===== config.mk =====
export PLATFORM = sky130hd
export DESIGN_NAME = ctrl_cmd_sequencer
export DESIGN_NICKNAME = d
export VERILOG_FILES = /design/src/rtl/ctrl_cmd_sequencer.sv
export SDC_FILE = /design/constraint.sdc
export NUM_CORES = 1
export LEC_CHECK = 0
export BUFFER_PORTS_ARGS = -buffer_cell sky130_fd_sc_hd__buf_4
export CORE_ASPECT_RATIO = 1.5
export CORE_UTILIZATION = 45
export DETAILED_ROUTE_END_ITERATION = 12
export HOLD_SLACK_MARGIN = 0.15
export MAX_ROUTING_LAYER = met4
export PLACE_DENSITY = 0.7
export SLEW_MARGIN = 40
export SYNTH_ARGS = -nofsm -noshare
export SYNTH_HDL_FRONTEND = slang
export SYNTH_SLANG_ARGS = --single-unit

===== constraint.sdc =====
create_clock -name clk -period 2.75 [get_ports clk]
set_input_delay 0.1375 -clock clk [delete_from_list [all_inputs] [get_ports clk]]
set_output_delay 0.1375 -clock clk [all_outputs]
set_load 0.1 [all_outputs]

===== src/rtl/ctrl_cmd_sequencer.sv =====
// Control-channel command sequencer: parses 5-word commands from the SPI RX FIFO,
// issues register write/read strobes and returns read data to the TX FIFO MSB first.
module ctrl_cmd_sequencer #(
    parameter int unsigned         ADDR_WD      = 16,
    parameter int unsigned         DATA_WD      = 16,
    parameter int unsigned         RD_TIMEOUT   = 64,
    parameter logic [DATA_WD-1:0]  TIMEOUT_DATA = DATA_WD'(16'hFFFF)
) (
    input  logic               clk,
    input  logic               reset,
    input  logic [8:0]         iv_rx_data,
    input  logic               i_rx_empty,
    output logic               o_rx_rd_en,
    output logic [7:0]         ov_tx_data,
    output logic               o_tx_wr_en,
    input  logic               i_tx_full,
    output logic [ADDR_WD-1:0] ov_addr,
    output logic [DATA_WD-1:0] ov_wr_data,
    output logic               o_wr_en,
    output logic               o_rd_en,
    input  logic [DATA_WD-1:0] iv_rd_data,
    input  logic               i_rd_valid,
    output logic               o_busy,
    output logic               o_cmd_err
);

    localparam int unsigned CNT_WD = $clog2(RD_TIMEOUT + 1);
    localparam logic [8:0]  OP_WR  = 9'h180;
    localparam logic [8:0]  OP_RD  = 9'h181;

    typedef enum logic [3:0] {
        IDLE, GET_AH, GET_AL, GET_DH, GET_DL,
        EXEC_WR, EXEC_RD, WAIT_RD, PUSH_H, PUSH_L
    } state_t;

    state_t              state, state_nxt;
    logic                is_rd, is_rd_nxt;
    logic [7:0]          addr_hi, addr_hi_nxt;
    logic [7:0]          addr_lo, addr_lo_nxt;
    logic [7:0]          data_hi, data_hi_nxt;
    logic [DATA_WD-1:0]  rd_latch, rd_latch_nxt;
    logic [CNT_WD-1:0]   rd_cnt, rd_cnt_nxt;
    logic [ADDR_WD-1:0]  addr_nxt;
    logic [DATA_WD-1:0]  wr_data_nxt;
    logic [7:0]          tx_data_nxt;
    logic                wr_en_nxt, rd_en_nxt, tx_wr_en_nxt, cmd_err_nxt;

    // RX words are only consumed while collecting a command
    assign o_rx_rd_en = !i_rx_empty &&
                        (state inside {IDLE, GET_AH, GET_AL, GET_DH, GET_DL});
    assign o_busy     = (state != IDLE);

    always_comb begin
        state_nxt    = state;
        is_rd_nxt    = is_rd;
        addr_hi_nxt  = addr_hi;
        addr_lo_nxt  = addr_lo;
        data_hi_nxt  = data_hi;
        rd_latch_nxt = rd_latch;
        rd_cnt_nxt   = rd_cnt;
        addr_nxt     = ov_addr;
        wr_data_nxt  = ov_wr_data;
        tx_data_nxt  = ov_tx_data;
        wr_en_nxt    = 1'b0;
        rd_en_nxt    = 1'b0;
        tx_wr_en_nxt = 1'b0;
        cmd_err_nxt  = 1'b0;

        case (state)
            IDLE, GET_AH, GET_AL, GET_DH, GET_DL: begin
                if (o_rx_rd_en) begin
                    if (iv_rx_data[8]) begin
                        // A start flag always restarts parsing; mid-command it is a resync
                        cmd_err_nxt = (state != IDLE) ||
                                      !((iv_rx_data == OP_WR) || (iv_rx_data == OP_RD));
                        if (iv_rx_data == OP_WR) begin
                            is_rd_nxt = 1'b0;
                            state_nxt = GET_AH;
                        end else if (iv_rx_data == OP_RD) begin
                            is_rd_nxt = 1'b1;
                            state_nxt = GET_AH;
                        end else begin
                            state_nxt = IDLE;
                        end
                    end else begin
                        case (state)
                            GET_AH: begin
                                addr_hi_nxt = iv_rx_data[7:0];
                                state_nxt   = GET_AL;
                            end
                            GET_AL: begin
                                addr_lo_nxt = iv_rx_data[7:0];
                                state_nxt   = GET_DH;
                            end
                            GET_DH: begin
                                data_hi_nxt = iv_rx_data[7:0];
                                state_nxt   = GET_DL;
                            end
                            GET_DL: begin
                                addr_nxt = ADDR_WD'({addr_hi, addr_lo});
                                if (is_rd) begin
                                    rd_en_nxt = 1'b1;
                                    state_nxt = EXEC_RD;
                                end else begin
                                    wr_data_nxt = DATA_WD'({data_hi, iv_rx_data[7:0]});
                                    wr_en_nxt   = 1'b1;
                                    state_nxt   = EXEC_WR;
                                end
                            end
                            default: ;
                        endcase
                    end
                end
            end
            EXEC_WR: state_nxt = IDLE;
            EXEC_RD: begin
                // Counter holds cycles elapsed since the read strobe
                rd_cnt_nxt = CNT_WD'(1);
                state_nxt  = WAIT_RD;
            end
            WAIT_RD: begin
                if (i_rd_valid) begin
                    rd_latch_nxt = iv_rd_data;
                    state_nxt    = PUSH_H;
                end else if (rd_cnt >= CNT_WD'(RD_TIMEOUT - 1)) begin
                    rd_latch_nxt = TIMEOUT_DATA;
                    cmd_err_nxt  = 1'b1;
                    state_nxt    = PUSH_H;
                end else begin
                    rd_cnt_nxt = rd_cnt + CNT_WD'(1);
                end
            end
            PUSH_H: begin
                if (!i_tx_full) begin
                    tx_wr_en_nxt = 1'b1;
                    tx_data_nxt  = rd_latch[DATA_WD-1 -: 8];
                    state_nxt    = PUSH_L;
                end
            end
            PUSH_L: begin
                if (!i_tx_full) begin
                    tx_wr_en_nxt = 1'b1;
                    tx_data_nxt  = rd_latch[7:0];
                    state_nxt    = IDLE;
                end
            end
            default: state_nxt = IDLE;
        endcase
    end

    always_ff @(posedge clk or posedge reset) begin
        if (reset) begin
            state      <= IDLE;
            is_rd      <= 1'b0;
            addr_hi    <= '0;
            addr_lo    <= '0;
            data_hi    <= '0;
            rd_latch   <= '0;
            rd_cnt     <= '0;
            ov_addr    <= '0;
            ov_wr_data <= '0;
            ov_tx_data <= '0;
            o_wr_en    <= 1'b0;
            o_rd_en    <= 1'b0;
            o_tx_wr_en <= 1'b0;
            o_cmd_err  <= 1'b0;
        end else begin
            state      <= state_nxt;
            is_rd      <= is_rd_nxt;
            addr_hi    <= addr_hi_nxt;
            addr_lo    <= addr_lo_nxt;
            data_hi    <= data_hi_nxt;
            rd_latch   <= rd_latch_nxt;
            rd_cnt     <= rd_cnt_nxt;
            ov_addr    <= addr_nxt;
            ov_wr_data <= wr_data_nxt;
            ov_tx_data <= tx_data_nxt;
            o_wr_en    <= wr_en_nxt;
            o_rd_en    <= rd_en_nxt;
            o_tx_wr_en <= tx_wr_en_nxt;
            o_cmd_err  <= cmd_err_nxt;
        end
    end

endmodule


==> impl_metrics.tcl, run 1 <==
set metrics [dict create \
    status "completed" \
    startpoint "state[1]" \
    cts_sinks 96 \
    finalClockSkew_ps 4.74 \
    clockRootBuffer "clkbuf_16" \
    diodes 0 \
    crit_path_end_kind "flip-flop" \
    numCtsBuffers 9 \
    antenna_found_initial 0 \
    syn-cell-area_um2 3950 \
    die_area_um2 9170 \
    crit_type "flip-flop to flip-flop" \
    clockBufferDepth 2 \
    rsz0062_at_grt "no" \
    path_max_fanout 18 \
    p_per_area_nw_per_um2 1240 \
    grt_pass1_wl_um 13200 \
    mostFrequentLayoutCells "96 x dfrtp_1, 75 x buf_4, 52 x mux2_2, 25 x dlygate4sd3_1" \
    layout_commonest_cell "dfrtp_1" \
    grt_overflow 0 \
    setup_viol 0 \
    synth_xor_area_share_pct 0.222 \
    syn_inst 292 \
    syn2layout_area_growth_pct 31.1 \
    syn-num-nets 323 \
    grt_max_degree 52 \
    drc 0 \
    dpl.hpwl_um 5530 \
    synth_seq_cells 96 \
    worstPathRequired_ps 2970 \
    r2r-start "state[1]" \
    fillers 688 \
    maxSlewViolCount 0 \
    tns_ps 0 \
    maxSlewHeadroom_pct 60.3 \
    routedWlPerCell_um 15.6 \
    yosysTopAreaCell "dfrtp_1" \
    synth_top_family_by_area "multiplexers" \
    setup_ws_ps 641 \
    ios 76 \
    hold_path_class "primary input to flip-flop" \
    hold_slack_ps 166 \
    yosys_warnings 0 \
    synth_top_cell_area_share_pct 60.8 \
    r2r_cells 4 \
    routed_wl_um 7890 \
    finalNetCount 423 \
    start_util_pct 46.7 \
    via_count 2627 \
    portBuffers 75 \
    max_freq_ghz 0.474 \
    core_area_um2 8460 \
    synth_adder_area_share_pct 0.317 \
    cts_tree "yes" \
    ys_seq_area_share_pct 60.8 \
    tightest_slew_ps 596 \
    maxCapViolCount 0 \
    fp-row-count 41 \
    postCtsSetupRepairBufs 0 \
    critPathArrivalTime_ps 2330 \
    htreeDepth 3 \
    synth_area_per_cell_um2 13.5 \
    die_y_um 117 \
    synth-simple-area-share_pct 8.80 \
    viasPerCell 5.21 \
    worstReg2RegEnd "ov_wr_data[8]" \
    synth_mux_area_share_pct 17.0 \
    stdcell_count 504 \
    leakage_uw 0.00244 \
    ir_worst_vdd_mv 0.653 \
    clk_latency_ps 340 \
    grt_usage_pct 19.6 \
    die_width_um 78.5 \
    worst_setup_path_start_kind "flip-flop" \
    synth-compound-area-share_pct 10.7 \
    drtPass1Iterations 4 \
    post-route-period-util_pct 76.7 \
    antenna_left 0 \
    hold_violations 0 \
    rrSetupSlack_ps 640 \
    drtIter0Drc 88 \
    drive_above_1_share_pct 38.8 \
    grt_pass1_vias 2729 \
    gp_congestion 0.847 \
    yosys-top-cells-area "dfrtp_1 61%, mux2_2 15%, o22a_1 3.5%, nand2_1 1.5%, mux2_1 1.4%" \
    dpl_worst_slack_ps 620 \
    clk_pin_slew_ps 60 \
    total_power_uw 6440 \
    synth.distinct_cells 49 \
    layout_min_cycle_time_ps 2110 \
    crit_path_end "ov_wr_data[8]" \
    placedCellCount 463 \
]
==> area by class of cell <==
| class | instances | area (um^2) | share of cell area [%] |
|---|---|---|---|
| flip-flops and latches | 96 | 2400 | 46.4 |
| clock buffers | 11 | 243 | 4.69 |
| well taps | 107 | 134 | 2.58 |
| inverters | 6 | 25.0 | 0.483 |
| clock inverters | 5 | 80.1 | 1.55 |
| repair buffers | 101 | 833 | 16.1 |
| multi-input cells | 178 | 1460 | 28.2 |
==> worst min path at each step <==
stage	end	slack [ps]	startpoint	cells past startpoint
6_report	o_cmd_err	170	iv_rx_data[8]	2
5_1_grt	o_cmd_err	160	iv_rx_data[8]	2
3_5_place_dp	rd_latch[7]	320	reset	2
4_1_cts	o_cmd_err	150	iv_rx_data[8]	2
2_1_floorplan	rd_latch[0]	260	iv_rd_data[0]	1
3_3_place_gp	rd_latch[15]	320	reset	2
==> critical path: stages (launching register included) <==
cell and delay, ps:
dfrtp_1 510, nor2_1 310, nand3_4 300, nor2_4 470
mux2_2 390
==> through the flow <==
step	cell area, um^2	util, %
after floorplan	3950	-
after global placement	4610	54.4
after detailed placement	4610	54.4
after CTS	5180	61.2
after global routing	5180	61.2
final	5180	61.2
==> cell usage after synthesis (all sizes together) <==
master,number
dfrtp,96
mux2,57
nand2,16
o22a,16
nor2,11
o21ai,11
a21oi,10
buf,8
o22ai,8
inv,6
nand3,6
clkbuf,4
nor2b,4
mux2i,3
o21a,3
and2,2
nand3b,2
nor3,2
nor3b,2
nor4,2
o21bai,2
or2,2
or4,2
a21o,1
a311oi,1
a31o,1
a32o,1
and2b,1
and3,1
and4b,1
ha,1
nand2b,1
nand4,1
o2111ai,1
o211ai,1
o311ai,1
o31ai,1
or3,1
or3b,1
xnor2,1
==> cell families (layout without fill, tap and decap cells) <==
family / Yosys count / after routing
AOI/OAI and AO/OA: 58 / 58
buffers and inverters: 18 / 123
and+or+nand+nor: 58 / 58
xor gates and xnor gates: 1 / 1
muxes: 60 / 60
DFF: 96 / 96
adders and majority gates: 1 / 1
==> flip-flops by register name, summed over array words and instances (netlist names), 4 cells and up <==
name / count
addr_lo: 8
ov_wr_data: 16
state: 4
addr_hi: 8
rd_latch: 16
ov_tx_data: 8
rd_cnt: 7
ov_addr: 16
data_hi: 8
==> routing by layer <==
| layer | GRT usage (%) | up-vias | part of all wire (%) |
|---|---|---|---|
| met5 | - | - | 0 |
| met1 | 23.8 | 1279 | 45 |
| met4 | 10.0 | 0 | 2.1 |
| met2 | 31.3 | 74 | 49 |
| met3 | 3.52 | 13 | 4.0 |
| li1 | - | 1261 | - |
==> power breakdown <==
part | internal, uW | leakage [uW] | total [uW] | switching, uW
combinational | 834 | 0.00107 | 2860 | 2020
sequential | 1930 | 0.00122 | 2260 | 328
clock | 819 | 0.000152 | 1320 | 502
==> what timing repair did <==
action	CTS	global route
hold buffers	25	0
endpoints found under the hold margin	94	0
resized for setup	0	0
Note: power is estimated with default switching activity, not from simulation.
==> run 2: changes to the inputs <==
clock period = 1.79 ns   (was 2.75 ns; I/O delays follow)
==> impl_metrics.tcl, run 2 (synthesized netlist as in run 1, its figures left out) <==
set metrics [dict create \
    clk_latency_ps 340 \
    crit_path_end_kind "output pin" \
    crit_type "flip-flop to output pin" \
    viasPerCell 5.23 \
    status "completed" \
    p_per_area_nw_per_um2 1890 \
    fp-row-count 41 \
    drc 0 \
    rsz0062_at_grt "no" \
    hold_slack_ps 196 \
    r2r_cells 3 \
    clockRootBuffer "clkbuf_16" \
    cts_tree "yes" \
    utilization_pct 64.6 \
    ios 76 \
    core_area_um2 8460 \
    routed_wl_um 8680 \
    clk_pin_slew_ps 70 \
    tightest_slew_ps 571 \
    worstReg2RegEnd "data_hi[7]" \
    power_frac_comb_pct 46.3 \
    numCtsBuffers 9 \
    finalNetCount 446 \
    maxSlewViolCount 0 \
    startpoint "state[0]" \
    finalClockSkew_ps 6.97 \
    grt_pass1_vias 2843 \
    p_switching_uw 4550 \
    die_width_um 78.5 \
    worst_setup_path_start_kind "flip-flop" \
    drtIter0Drc 90 \
    placedCellCount 482 \
    start_util_pct 46.7 \
    gp_congestion 0.855 \
    r2r-start "state[3]" \
    antenna_left 0 \
    stdcell_count 527 \
    post-route-period-util_pct 95.1 \
    routedWlPerCell_um 16.5 \
    syn2layout_area_growth_pct 38.3 \
    maxCapViolCount 0 \
    htreeDepth 3 \
    critPathArrivalTime_ps 1610 \
    path_max_fanout 8 \
    mostFrequentLayoutCells "93 x dfrtp_1, 92 x buf_4, 52 x mux2_2, 25 x dlygate4sd3_1" \
    hold_path_class "primary input to flip-flop" \
    antenna_found_initial 0 \
    grt_usage_pct 20.9 \
    portBuffers 75 \
    diodes 0 \
    drive_above_1_share_pct 44.3 \
    clockBufferDepth 2 \
    fillers 672 \
    cts_sinks 96 \
    grt_pass1_wl_um 13900 \
    clkPwrFrac_pct 20.2 \
    p_int_uw 5770 \
    rrSetupSlack_ps 100 \
    grt_max_degree 32 \
    leakage_uw 0.00259 \
    die_area_um2 9170 \
    die_y_um 117 \
    largestRegisters "ov_addr (16), ov_wr_data (16), rd_latch (16)" \
    grt_overflow 0 \
    swShare_pct 44.1 \
    pwr-share-seq_pct 33.5 \
    layout_min_cycle_time_ps 1700 \
    hold_violations 0 \
    setup_viol 0 \
    maxSlewHeadroom_pct 61.9 \
    worstPathRequired_ps 1700 \
    drtPass1Iterations 4 \
    crit_path_end "o_rx_rd_en" \
    via_count 2756 \
    max_freq_ghz 0.587 \
    layout_commonest_cell "dfrtp_1" \
    ir_worst_vdd_mv 1.65 \
    dpl.hpwl_um 6140 \
]
==> run 2: power groups by stage <==
stage               sequential (uW)  combinational, uW  clock [uW]
floorplan                      5490               1540           0
global route                   3560               5000        2210
detailed placement             3500               4620           0
finish                         3460               4780        2080
global placement               3460               4560           0
CTS                            3460               4710        2130
==> run 2: critical path: stages, from the launching register on <==
cell and delay, ps:
dfrtp_1 440, buf_4 200, o21ai_4 150, nor3b_4 280, buf_12 210
==> run 2: timing repair <==
| action | in CTS | in global routing |
|---|---|---|
| resized for setup | 4 | 11 |
| setup buffers | 1 | 3 |
| pin swaps | 0 | 3 |
| hold buffers | 27 | 0 |
| endpoints found under the hold margin | 72 | 0 |
| endpoints found under the setup margin | 9 | 26 |
==> run 2: per-layer routing <==
metal / wire length, um / part of all wire (%) / GRT usage, % / vias up
met5: 0 / 0 / - / -
met4: 189 / 2.2 / 9.01 / 0
li1: - / - / - / 1308
met2: 4670 / 54 / 37.1 / 66
met1: 3570 / 41 / 22.9 / 1369
met3: 252 / 2.9 / 3.44 / 13
==> run 2: how the worst min path moves through the flow <==
stage	startpoint	to	slack, ps	depth (start not counted)
2_1_floorplan	iv_rd_data[0]	rd_latch[0]	220	1
3_3_place_gp	reset	state[2]	190	2
3_5_place_dp	reset	state[2]	200	2
4_1_cts	i_tx_full	state[3]	200	4
5_1_grt	i_tx_full	state[3]	250	4
6_report	i_tx_full	state[3]	200	4
==> run 2: area by class of cell <==
type                    instances  area (um^2)  area share [%]
well taps                     107          134            2.45
inverters                       6         26.3           0.481
clock inverters                 5         87.6            1.60
multi-input cells             178         1500            27.5
flip-flops and latches         96         2410            44.0
clock buffers                  11          243            4.44
repair buffers                124         1070            19.5
==> run 2: per-stage QoR <==
step	total power (uW)	area (um^2)	worst slack, ps	TNS, ps
6_report	10300	5470	87.6	0
5_1_grt	10800	5470	6.78	0
4_1_cts	10300	5420	3.68	0
3_5_place_dp	8120	4790	-29.9	-158
3_3_place_gp	8020	4790	29.5	0
2_1_floorplan	7020	3990	-290	-412
==> run 3: changes to the inputs <==
BUFFER_PORTS_ARGS = -buffer_cell sky130_fd_sc_hd__buf_2   (was -buffer_cell sky130_fd_sc_hd__buf_4)
==> impl_metrics.tcl, run 3 (synthesized netlist as in run 1, its figures left out) <==
set metrics [dict create \
    die_width_um 78.5 \
    grt_usage_pct 20.1 \
    critPathSlowestCell "dfrtp_1" \
    grt_pass1_wl_um 13600 \
    layout_commonest_cell "dfrtp_1" \
    routed_wl_um 8370 \
    portBuffers 75 \
    multi_input_area_um2 1500 \
    clockBufferDepth 2 \
    gp_congestion 0.913 \
    start_util_pct 46.7 \
    routedWlPerCell_um 16.0 \
    diodes 0 \
    setup_viol 0 \
    critPathArrivalTime_ps 2000 \
    rsz0062_at_grt "yes" \
    total_power_uw 9730 \
    tightest_slew_ps 518 \
    finalClockSkew_ps 6.63 \
    status "completed" \
    grt_max_degree 97 \
    maxCapViolCount 0 \
    via_count 2752 \
    grt_pass1_vias 2830 \
    clk_pin_slew_ps 70 \
    maxSlewHeadroom_pct 65.5 \
    max_freq_ghz 0.561 \
    syn2layout_area_growth_pct 30.5 \
    drtIter0Drc 100 \
    hold_path_class "primary input to flip-flop" \
    htreeDepth 3 \
    post-route-period-util_pct 99.6 \
    ir_worst_vdd_mv 1.30 \
    maxSlewViolCount 0 \
    die_y_um 117 \
    ff_latch_area_um2 2400 \
    viasPerCell 5.25 \
    drtPass1Iterations 4 \
    cts_sinks 96 \
    drc 0 \
    layout_min_cycle_time_ps 1780 \
    drive_above_1_share_pct 43.6 \
    fp-row-count 41 \
    utilization_pct 60.9 \
    clk_latency_ps 330 \
    core_area_um2 8460 \
    crit_chain "nor3_1 -> a21oi_1 -> o311ai_2 -> mux2_2" \
    path_max_fanout 11 \
    antenna_left 0 \
    p_per_area_nw_per_um2 1890 \
    grt_overflow 0 \
    antenna_found_initial 0 \
    dpl.hpwl_um 5790 \
    leakage_uw 0.00251 \
    fillers 726 \
    crit_path_end_kind "flip-flop" \
    largestRegisters "ov_addr (16), ov_wr_data (16), rd_latch (16)" \
    ios 76 \
    finalNetCount 443 \
    mostFrequentLayoutCells "96 x dfrtp_1, 73 x buf_2, 52 x mux2_2, 23 x dlygate4sd3_1, 21 x buf_4" \
    numCtsBuffers 9 \
    worstPathRequired_ps 2010 \
    crit_type "flip-flop to flip-flop" \
    hold_violations 0 \
    clockRootBuffer "clkbuf_16" \
    worst_setup_path_start_kind "flip-flop" \
    cts_tree "yes" \
    max_stage_delay_ps 490 \
    die_area_um2 9170 \
]
-- run 3: cell types whose count changed in the layout (fill, tap and decap cells not counted), sizes merged --
cell          previous run  this run
dlymetal6s4s             2         1
clkbuf                  11        10
dlygate4sd3             25        23
bufinv                   2         0
clkinvlp                 2         1
clkinv                   0         4
-- run 3: what timing repair did --
action | 4_1_cts | 5_1_grt
hold buffers | 24 | 0
resized for setup | 0 | 7
pin swaps | 0 | 2
hold endpoints to repair | 139 | 0
setup buffers | 2 | 2
endpoints found under the setup margin | 1 | 21
-- run 3: layout make-up --
| class | count | share of cell area, % |
|---|---|---|
| Sequential cell | 96 | 46.6 |
| Multi-Input combinational cell | 178 | 29.0 |
| Timing Repair Buffer | 121 | 16.0 |
| Clock buffer | 10 | 4.44 |
| Tap cell | 107 | 2.60 |
| Clock inverter | 6 | 0.849 |
| Inverter | 6 | 0.509 |
-- run 3: path summary, 6_finish.rpt --
check	startpoint	endpoint	slack, ps	cells past startpoint
min in group asynchronous	reset	rd_cnt[0]	420	4
setup reg to reg	state[3]	state[1]	8	4
hold reg to reg	ov_tx_data[0]	ov_tx_data[0]	480	2
hold / removal	i_rd_valid	state[3]	170	3
max in group asynchronous	reset	ov_addr[11]	960	4
setup / recovery	state[3]	state[1]	8	4
-- run 3: critical path: cells and delay by family, from the launching register on --
family             cells  cell delay (ps)
AOI/OAI and AO/OA      2              480
DFF                    1              490
muxes                  1              380
and+or+nand+nor        1              310
-- run 3: metrics by stage --
stage	hold WS [ps]	setup TNS, ps	cell area [um^2]	std cells	setup slack (ps)
floorplan	216	-412	3990	292	-290
global placement	267	0	4600	481	55.8
detailed placement	275	0	4600	481	26.4
CTS	163	0	5130	523	3.48
global route	180	-162	5160	524	-75.7
finish	173	0	5160	524	7.56
-- run 3: power breakdown --
part / total, uW / internal [uW] / switching (uW)
Combinational: 4530 / 1280 / 3250
Clock: 1770 / 952 / 815
Sequential: 3430 / 2970 / 457
Total: 9730 / 5210 / 4520
-- run 3: metal layers --
metal	part of all wire, %	global-route usage [%]	vias to the layer above	routed length, um
met2	53	34.6	64	4430
li1	-	-	1306	-
met4	1.9	8.40	0	155
met1	42	23.0	1370	3510
met5	0	-	-	0
met3	3.4	3.75	12	281
